--- src/rtl/lsu_bus_if.sv ---
// Load/store unit: turns the core's zero-latency data-memory port into a
// variable-latency request/ack bus access, stalling the core until it completes.
module lsu_bus_if #(
   parameter int unsigned TIMEOUT = 255
) (
   input  logic        clk,
   input  logic        rst,
   input  logic        rd_en,
   input  logic        wr_en,
   input  logic [31:0] addr,
   input  logic [2:0]  mem_acc_mode,
   input  logic [31:0] wdata,
   output logic [31:0] rdata,
   output logic        stall,
   output logic        load_misalign,
   output logic        store_misalign,
   output logic        bus_err,
   output logic        bus_req,
   output logic        bus_we,
   output logic [31:0] bus_addr,
   output logic [3:0]  bus_be,
   output logic [31:0] bus_wdata,
   input  logic        bus_ack,
   input  logic [31:0] bus_rdata,
   input  logic        bus_err_in
);

   typedef enum logic [1:0] {S_IDLE, S_ACCESS, S_RESP} state_t;

   localparam int unsigned CW = (TIMEOUT > 1) ? $clog2(TIMEOUT) : 1;
   localparam logic [CW-1:0] CNT_LAST = CW'(TIMEOUT - 1);

   state_t        r_state, w_state_nxt;
   logic [CW-1:0] r_cnt;
   logic [31:0]   r_addr;
   logic [2:0]    r_mode;
   logic          r_we;
   logic [31:0]   r_wdata;
   logic [31:0]   r_rdata;
   logic          r_err;

   logic          w_req, w_misalign, w_timeout, w_start;
   logic          w_in_is_w, w_in_is_h, w_is_w, w_is_h, w_signed;
   logic [3:0]    w_be;
   logic [31:0]   w_wdata, w_lane, w_ext;

   // Modes 011/110/111 have bit 1 set and therefore fall into the word class.
   assign w_in_is_w  = mem_acc_mode[1];
   assign w_in_is_h  = ~mem_acc_mode[1] & mem_acc_mode[0];
   assign w_req      = rd_en | wr_en;
   assign w_misalign = (w_in_is_w & (addr[1:0] != 2'b00)) | (w_in_is_h & addr[0]);
   assign w_start    = (r_state == S_IDLE) & w_req & ~w_misalign;
   assign w_timeout  = (r_cnt == CNT_LAST);

   assign w_is_w   = r_mode[1];
   assign w_is_h   = ~r_mode[1] & r_mode[0];
   assign w_signed = ~r_mode[2];
   assign w_lane   = r_rdata >> {r_addr[1:0], 3'b000};

   always_comb begin
      w_be    = 4'b0001 << r_addr[1:0];
      w_wdata = {4{r_wdata[7:0]}};
      w_ext   = {{24{w_signed & w_lane[7]}}, w_lane[7:0]};
      if (w_is_w) begin
         w_be    = 4'b1111;
         w_wdata = r_wdata;
         w_ext   = r_rdata;
      end else if (w_is_h) begin
         w_be    = 4'b0011 << {r_addr[1], 1'b0};
         w_wdata = {2{r_wdata[15:0]}};
         w_ext   = {{16{w_signed & w_lane[15]}}, w_lane[15:0]};
      end
   end

   always_ff @(posedge clk or negedge rst) begin
      if (!rst) r_state <= S_IDLE;
      else      r_state <= w_state_nxt;
   end

   // Outputs are gated on rst so that a held request cannot raise stall or a
   // misalign pulse while the block is in reset.
   always_comb begin
      w_state_nxt    = r_state;
      stall          = 1'b0;
      load_misalign  = 1'b0;
      store_misalign = 1'b0;
      bus_err        = 1'b0;
      bus_req        = 1'b0;
      bus_we         = 1'b0;
      bus_addr       = '0;
      bus_be         = '0;
      bus_wdata      = '0;
      rdata          = '0;
      case (r_state)
         S_IDLE: begin
            if (rst && w_req) begin
               if (w_misalign) begin
                  store_misalign = wr_en;
                  load_misalign  = ~wr_en;
               end else begin
                  stall       = 1'b1;
                  w_state_nxt = S_ACCESS;
               end
            end
         end
         S_ACCESS: begin
            stall     = 1'b1;
            bus_req   = 1'b1;
            bus_we    = r_we;
            bus_addr  = {r_addr[31:2], 2'b00};
            bus_be    = w_be;
            bus_wdata = w_wdata;
            if (bus_ack || w_timeout) w_state_nxt = S_RESP;
         end
         S_RESP: begin
            bus_err     = r_err;
            rdata       = (r_we || r_err) ? '0 : w_ext;
            w_state_nxt = S_IDLE;
         end
         default: w_state_nxt = S_IDLE;
      endcase
   end

   always_ff @(posedge clk or negedge rst) begin
      if (!rst) begin
         r_cnt   <= '0;
         r_addr  <= '0;
         r_mode  <= '0;
         r_we    <= 1'b0;
         r_wdata <= '0;
         r_rdata <= '0;
         r_err   <= 1'b0;
      end else if (w_start) begin
         r_addr  <= addr;
         r_mode  <= mem_acc_mode;
         r_we    <= wr_en;
         r_wdata <= wdata;
         r_err   <= 1'b0;
         r_cnt   <= '0;
      end else if (r_state == S_ACCESS) begin
         if (bus_ack) begin
            r_rdata <= bus_rdata;
            r_err   <= bus_err_in;
            r_cnt   <= '0;
         end else if (w_timeout) begin
            r_err   <= 1'b1;
            r_cnt   <= '0;
         end else begin
            r_cnt   <= r_cnt + CW'(1);
         end
      end
   end

endmodule

--- config.mk ---
export PLATFORM = sky130hd
export DESIGN_NAME = lsu_bus_if
export DESIGN_NICKNAME = d
export VERILOG_FILES = /design/src/rtl/lsu_bus_if.sv
export SDC_FILE = /design/constraint.sdc
export NUM_CORES = 1
export LEC_CHECK = 0
export BUFFER_PORTS_ARGS = -buffer_cell sky130_fd_sc_hd__clkbuf_2
export CAP_MARGIN = 25
export CORE_ASPECT_RATIO = 1.4
export CORE_UTILIZATION = 45
export DETAILED_ROUTE_END_ITERATION = 7
export PLACE_DENSITY = 0.69
export SETUP_SLACK_MARGIN = 0.1
export SLEW_MARGIN = 5
export SYNTH_ARGS = -nofsm -noshare
export SYNTH_HDL_FRONTEND = slang
export SYNTH_SLANG_ARGS = --single-unit
export TNS_END_PERCENT = 20
--- constraint.sdc ---
create_clock -name clk -period 4.9 [get_ports clk]
set_clock_uncertainty 0.15 [all_clocks]
set_input_delay 0.245 -clock clk [delete_from_list [all_inputs] [get_ports clk]]
set_output_delay 0.245 -clock clk [all_outputs]
set_load 0.005 [all_outputs]
# --- Word-level counts from Yosys, hierarchy flattened ---
# Cells that the tools add are included.
word_totals:
  reg_bits: 111
  latchBits: 0
  mem_bits_rw: 0
  romBits: 0
  inputBits: 105
  out_inout_bits: 106
  elab_cells: 79
  n_memories: 0
classes:
  addsub: 1
  n_mul: 0
  n_div: 0
  n_lt_le_gt_ge: 0
  eq_ne: 6
  n_shift: 3
  muxes: 35
  bitwise_logic: 16
  reduce_logical: 10
op_table:
  columns: ["cell", "n"]
  rows:
  - ["$mux W32", 8]
  - ["$mux W8", 4]
  - ["$shr A32 B5 Y16", 1]
  - ["$mux W1", 15]
  - ["$mux W4", 3]
  - ["$add A8 B1 Y8 const B", 1]
  - ["$and A1 B1 Y1", 8]
  - ["$eq A8 B8 Y1 const B", 1]
  - ["$mux W2", 3]
  - ["$not A1 Y1", 6]
  - ["$reduce_and A3 Y1", 2]
  - ["$ne A2 B2 Y1 const B", 2]
  - ["$pmux W2 S2", 1]
  - ["$reduce_bool A2 Y1", 2]
  - ["$shl A1 B2 Y4 const A", 1]
  - ["$shl A2 B2 Y4 const A", 1]
  - ["$reduce_bool A3 Y1", 1]
  - ["$eq A2 B1 Y1 const B", 1]
  - ["$eq A2 B2 Y1 const B", 1]
  - ["$logic_not A2 Y1", 1]
  - ["$logic_or A1 B1 Y1", 2]
  - ["$ne A2 B1 Y1 const B", 1]
  - ["$or A1 B1 Y1", 2]
  - ["$pmux W1 S2", 1]
  - ["2 further kinds", 2]

# --- Logic depth before layout (Yosys ltp) ---
depth:
  ltp_word: 8
  mapped_depth: 8
  mapped_depth_nobuf: 5

# --- Least setup slack after synthesis ---
# No wires, ideal clock.
synth_timing:
  path_type: "reg2out"
  startpoint: "register r_state[0]"
  endpoint: "output port rdata[21]"
  arrival_time_ns: 1.732
  t_required_ns: 4.505
  setup_slack_ns: 2.773
  path_stages_with_launch: 8
  cell_sequence: "dfrtp_1 nand2b_1 or3_1 buf_6 or3b_1 buf_6 buf_8 a21oi_2"
synth_between:
  elab_chain_len: 2
synth_rtl:
  columns: ["item", "line", "text"]
  rows:
  - ["from (decl)", "33", "state_t r_state, w_state_nxt;"]
  - ["from (signal assigned)", "77", "else r_state <= w_state_nxt;"]
  - ["$eq A2 B2 Y1", "94", "case (r_state)"]
  - ["$mux W32", "94", null]
  - ["to (decl)", "13", "output logic [31:0] rdata,"]
# No other way between the ends.

# --- Worst setup path after layout ---
layout_timing:
  startpoint: "register r_mode[1]"
  endpoint: "output port rdata[2]"
layout_between:
  elab_chain_len: 3
layout_rtl:
  columns: ["item", "line", "text"]
  rows:
  - ["from (decl)", "36", "logic [2:0] r_mode;"]
  - ["from (signal assigned)", "135", "r_mode <= mem_acc_mode;"]
  - ["$mux W32", "64", "if (w_is_w) begin"]
  - ["$mux W32", "117", "rdata = (r_we || r_err) ? '0 : w_ext;"]
  - ["$mux W32", "94", null]
# No other way between the ends.

==> impl_metrics.csv <==
group,metric,value,unit
synthesis,synthArstFlopShare,1.000,
place,detailed_place_hpwl,11.88,mm
grt,grt_pass1_vias,5389,
synthesis,ys_seq_area_frac,0.4695,
finish,layout.nets,940,
finish,area_growth,38.54,%
run_status,status,"finished, final reports clean",
sta,hold_viol_final,0,
route,first_pass_iters,5,
critical_path,cp_max_fo,50,
die,rows,49,
route,drc,0,
die,core_area,12810,um2
grt,grt_max_degree,85,
finish,postLayoutCellArea,8195,um2
pwr,p_leak,0.003918,uW
sta,finalCritPeriodShare,0.6820,
critical_path,critPathRequiredTime,4.51,ns
grt,antenna_found_initial,0,
clock_tree,path_clk_slew,0.07,ns
critical_path,worst-path-stages,5,
critical_path,r2r_cells,4,
clock_tree,cts.sinks,111,
die,die_area,13610,um2
clock_tree,clockBufferDepth,2,
grt,grt_pass1_wl,26.81,mm
sta,tns,0,ns
route,wl,17.38,mm
synthesis,yosysUniqueCellTypes,46,
clock_tree,ctsHoldBuffers,86,
place,io_buffers,208,
route,antenna_left,0,
critical_path,path_delay_family,"flip-flops",
sta,fin_crit,3.342,ns
critical_path,cp_num_buf_inv,2,
grt,grt_overflow,0,
clock_tree,cts-root-buf,"clkbuf_16",
synthesis,synth_edf_count,0,
route,first_iter_violations,249,
pwr,p_total,3358,uW
clock_tree,htree_levels,3,
synthesis,yosysWarnings,0,
critical_path,startpoint_type,"flop",
finish,fillers,1010,
die,fp.dieH,137.7,um
place,placed_area,6974,um2
place,globalplace.congestion,0.9190,
die,start_util,0.4617,
worst_hold_path,hold_path_depth,2,
route,vias,5297,
die,ios,211,
critical_path,crit_path_max_incr_delay,0.97,ns
job,drv_cap,0,
critical_path,crit_chain,"clkinv_1 > o21ai_1 > a22oi_1 > nor2_1 > clkbuf_2",
pwr,ir_worst_vdd,206.2,uV
worst_hold_path,hold_path_class,"in2reg",
pwr,p_per_area,409.8,nW/um2
synthesis,syn_area_per_cell,10.54,um2
finish,drive_gt1_frac,0.4134,
sta,setup_violations,0,
clock_tree,cts_setup_buffers,0,
sta,drv_slew,0,
sta,worstMarginPinSlew,0.9095,ns
critical_path,critPathSlowestCell,"dfrtp_2",
route,wl_per_cell,17.54,um
clock_tree,cts_tree,"done",
synthesis,syn-cell-area,5916,um2
clock_tree,post_cts_resized,0,
clock_tree,cts_buffers,9,
synthesis,synthCells,561,
route,viasPerCell,5.345,
synthesis,synth_seq_cells,111,
clock_tree,clock_latency,0.34,ns
grt,grt_use_total,0.2546,
critical_path,critical_path_class,"reg2out",
sta,max_slew_margin,0.3937,
critical_path,crit_path_end_kind,"output pin",
die,dieWidth,98.90,um
synthesis,dominantRegCellSynth,"dfrtp_1",
sta,fmax,0.2992,GHz
sta,grt_setup_unrepaired,"false",
critical_path,arrival,2.95,ns
[Yosys cell counts, types with 2 or more instances]
master       n  share of area
a21oi_1     46          0.039
a21oi_2     10          0.015
a22oi_1      7         0.0089
and2_1      39          0.041
buf_1        3         0.0019
buf_2       13          0.011
buf_4        3         0.0038
buf_6        2         0.0038
clkbuf_1    20          0.013
clkinv_1     2         0.0013
dfrtp_1    111           0.47
ha_1         2         0.0042
inv_1        4         0.0025
mux2_2     100           0.19
mux2i_1     23          0.039
nand2_1     43          0.027
nand2b_1     5         0.0053
nand3_1      4         0.0034
nand4_1      3         0.0032
nor2_1      54          0.034
nor2b_1     10          0.011
o21ai_0     13          0.011
o21ai_1      2         0.0017
o22a_1       7          0.010
o2bb2ai_1    7          0.010
or2_2        3         0.0032
or3_1        5         0.0053
or4_1        2         0.0025
[kinds of logic (layout without fill, tap and decap cells)]
family | after synthesis | count (layout) | share of synthesized area
AO/OA/AOI/OAI | 100 | 100 | 0.1079
adder cells (fa/ha/maj) | 2 | 2 | 0.004229
buffers and inverters | 48 | 323 | 0.03955
flip-flops | 111 | 111 | 0.4695
multiplexers | 124 | 124 | 0.2331
other | 1 | 3 | 0.0006339
AND/OR/NAND/NOR | 175 | 175 | 0.1451
[routing by layer]
layer	routed length (um)	share of wire	vias to the layer above	track usage
met5	0	0	-	0
met4	448	0.026	0	0.1111
met3	1155	0.066	32	0.04769
met2	9046	0.52	236	0.4573
met1	6733	0.39	2540	0.2956
li1	-	-	2489	-
[worst paths after layout]
check                            from          end  slack [ns]
min                         wdata[16]  r_wdata[16]       0.003
min reg2reg                r_addr[22]   r_addr[22]        0.35
max reg2reg                r_state[1]    r_mode[2]        2.55
min in group asynchronous         rst   r_rdata[2]        0.22
max                         r_mode[1]     rdata[2]        1.56
max in group asynchronous         rst  r_rdata[15]        3.38
[final cells by class]
cell class / instances / area (um2) / share of cell area
multi-input cells: 403 / 2908 / 0.3548
flip-flops and latches: 111 / 2779 / 0.3391
repair buffers: 302 / 2009 / 0.2452
clock buffers: 11 / 252.7 / 0.03084
well taps: 153 / 191.4 / 0.02336
clock inverters: 4 / 30.03 / 0.003664
inverters: 6 / 22.52 / 0.002748
diodes: 1 / 2.502 / 0.0003053
[placed cells by master (no fill, tap or decap), types with 2 or more instances in the layout]
master	synthesis	final
a22oi_1	7	7
conb_1	1	2
nand2b_1	5	5
clkbuf_16	0	9
ha_1	2	2
dfrtp_1	111	110
or3_1	5	5
nor2b_1	10	10
or4_1	2	2
a21oi_2	10	10
buf_4	3	5
o21ai_0	13	13
buf_16	0	2
nor2_1	54	54
o22a_1	7	7
clkinv_1	2	2
clkbuf_2	0	207
a21oi_1	46	46
and2_1	39	39
mux2_2	100	100
o2bb2ai_1	7	7
clkbuf_8	0	2
or2_2	3	3
o21ai_1	2	2
nand4_1	3	3
nand2_1	43	43
dlygate4sd3_1	0	88
inv_1	4	4
nand3_1	4	4
mux2i_1	23	23
[where the power goes]
part | internal, uW | total (uW) | switching (uW)
Clock | 372 | 703 | 331
Combinational | 615 | 1120 | 501
Sequential | 1200 | 1540 | 342
Total | 2180 | 3360 | 1170
[flip-flops by register name, indices dropped and copies added (netlist names)]
signal   flops
r_addr      32
r_err        1
r_we         1
r_cnt        8
r_state      2
r_wdata     32
r_mode       3
r_rdata     32
[stage by stage]
stage	utilization	hold WS, ns	setup WS, ns	cells
after floorplan	-	-0.2006	2.773	562
after global placement	0.5443	0.04142	2.071	885
after detailed placement	0.5443	0.04907	1.957	885
after CTS	0.6335	0.0001934	1.593	986
after global routing	0.6394	0.001212	1.279	990
final	0.6396	0.003143	1.558	991
No activity file was read; power rests on OpenSTA's default activity.
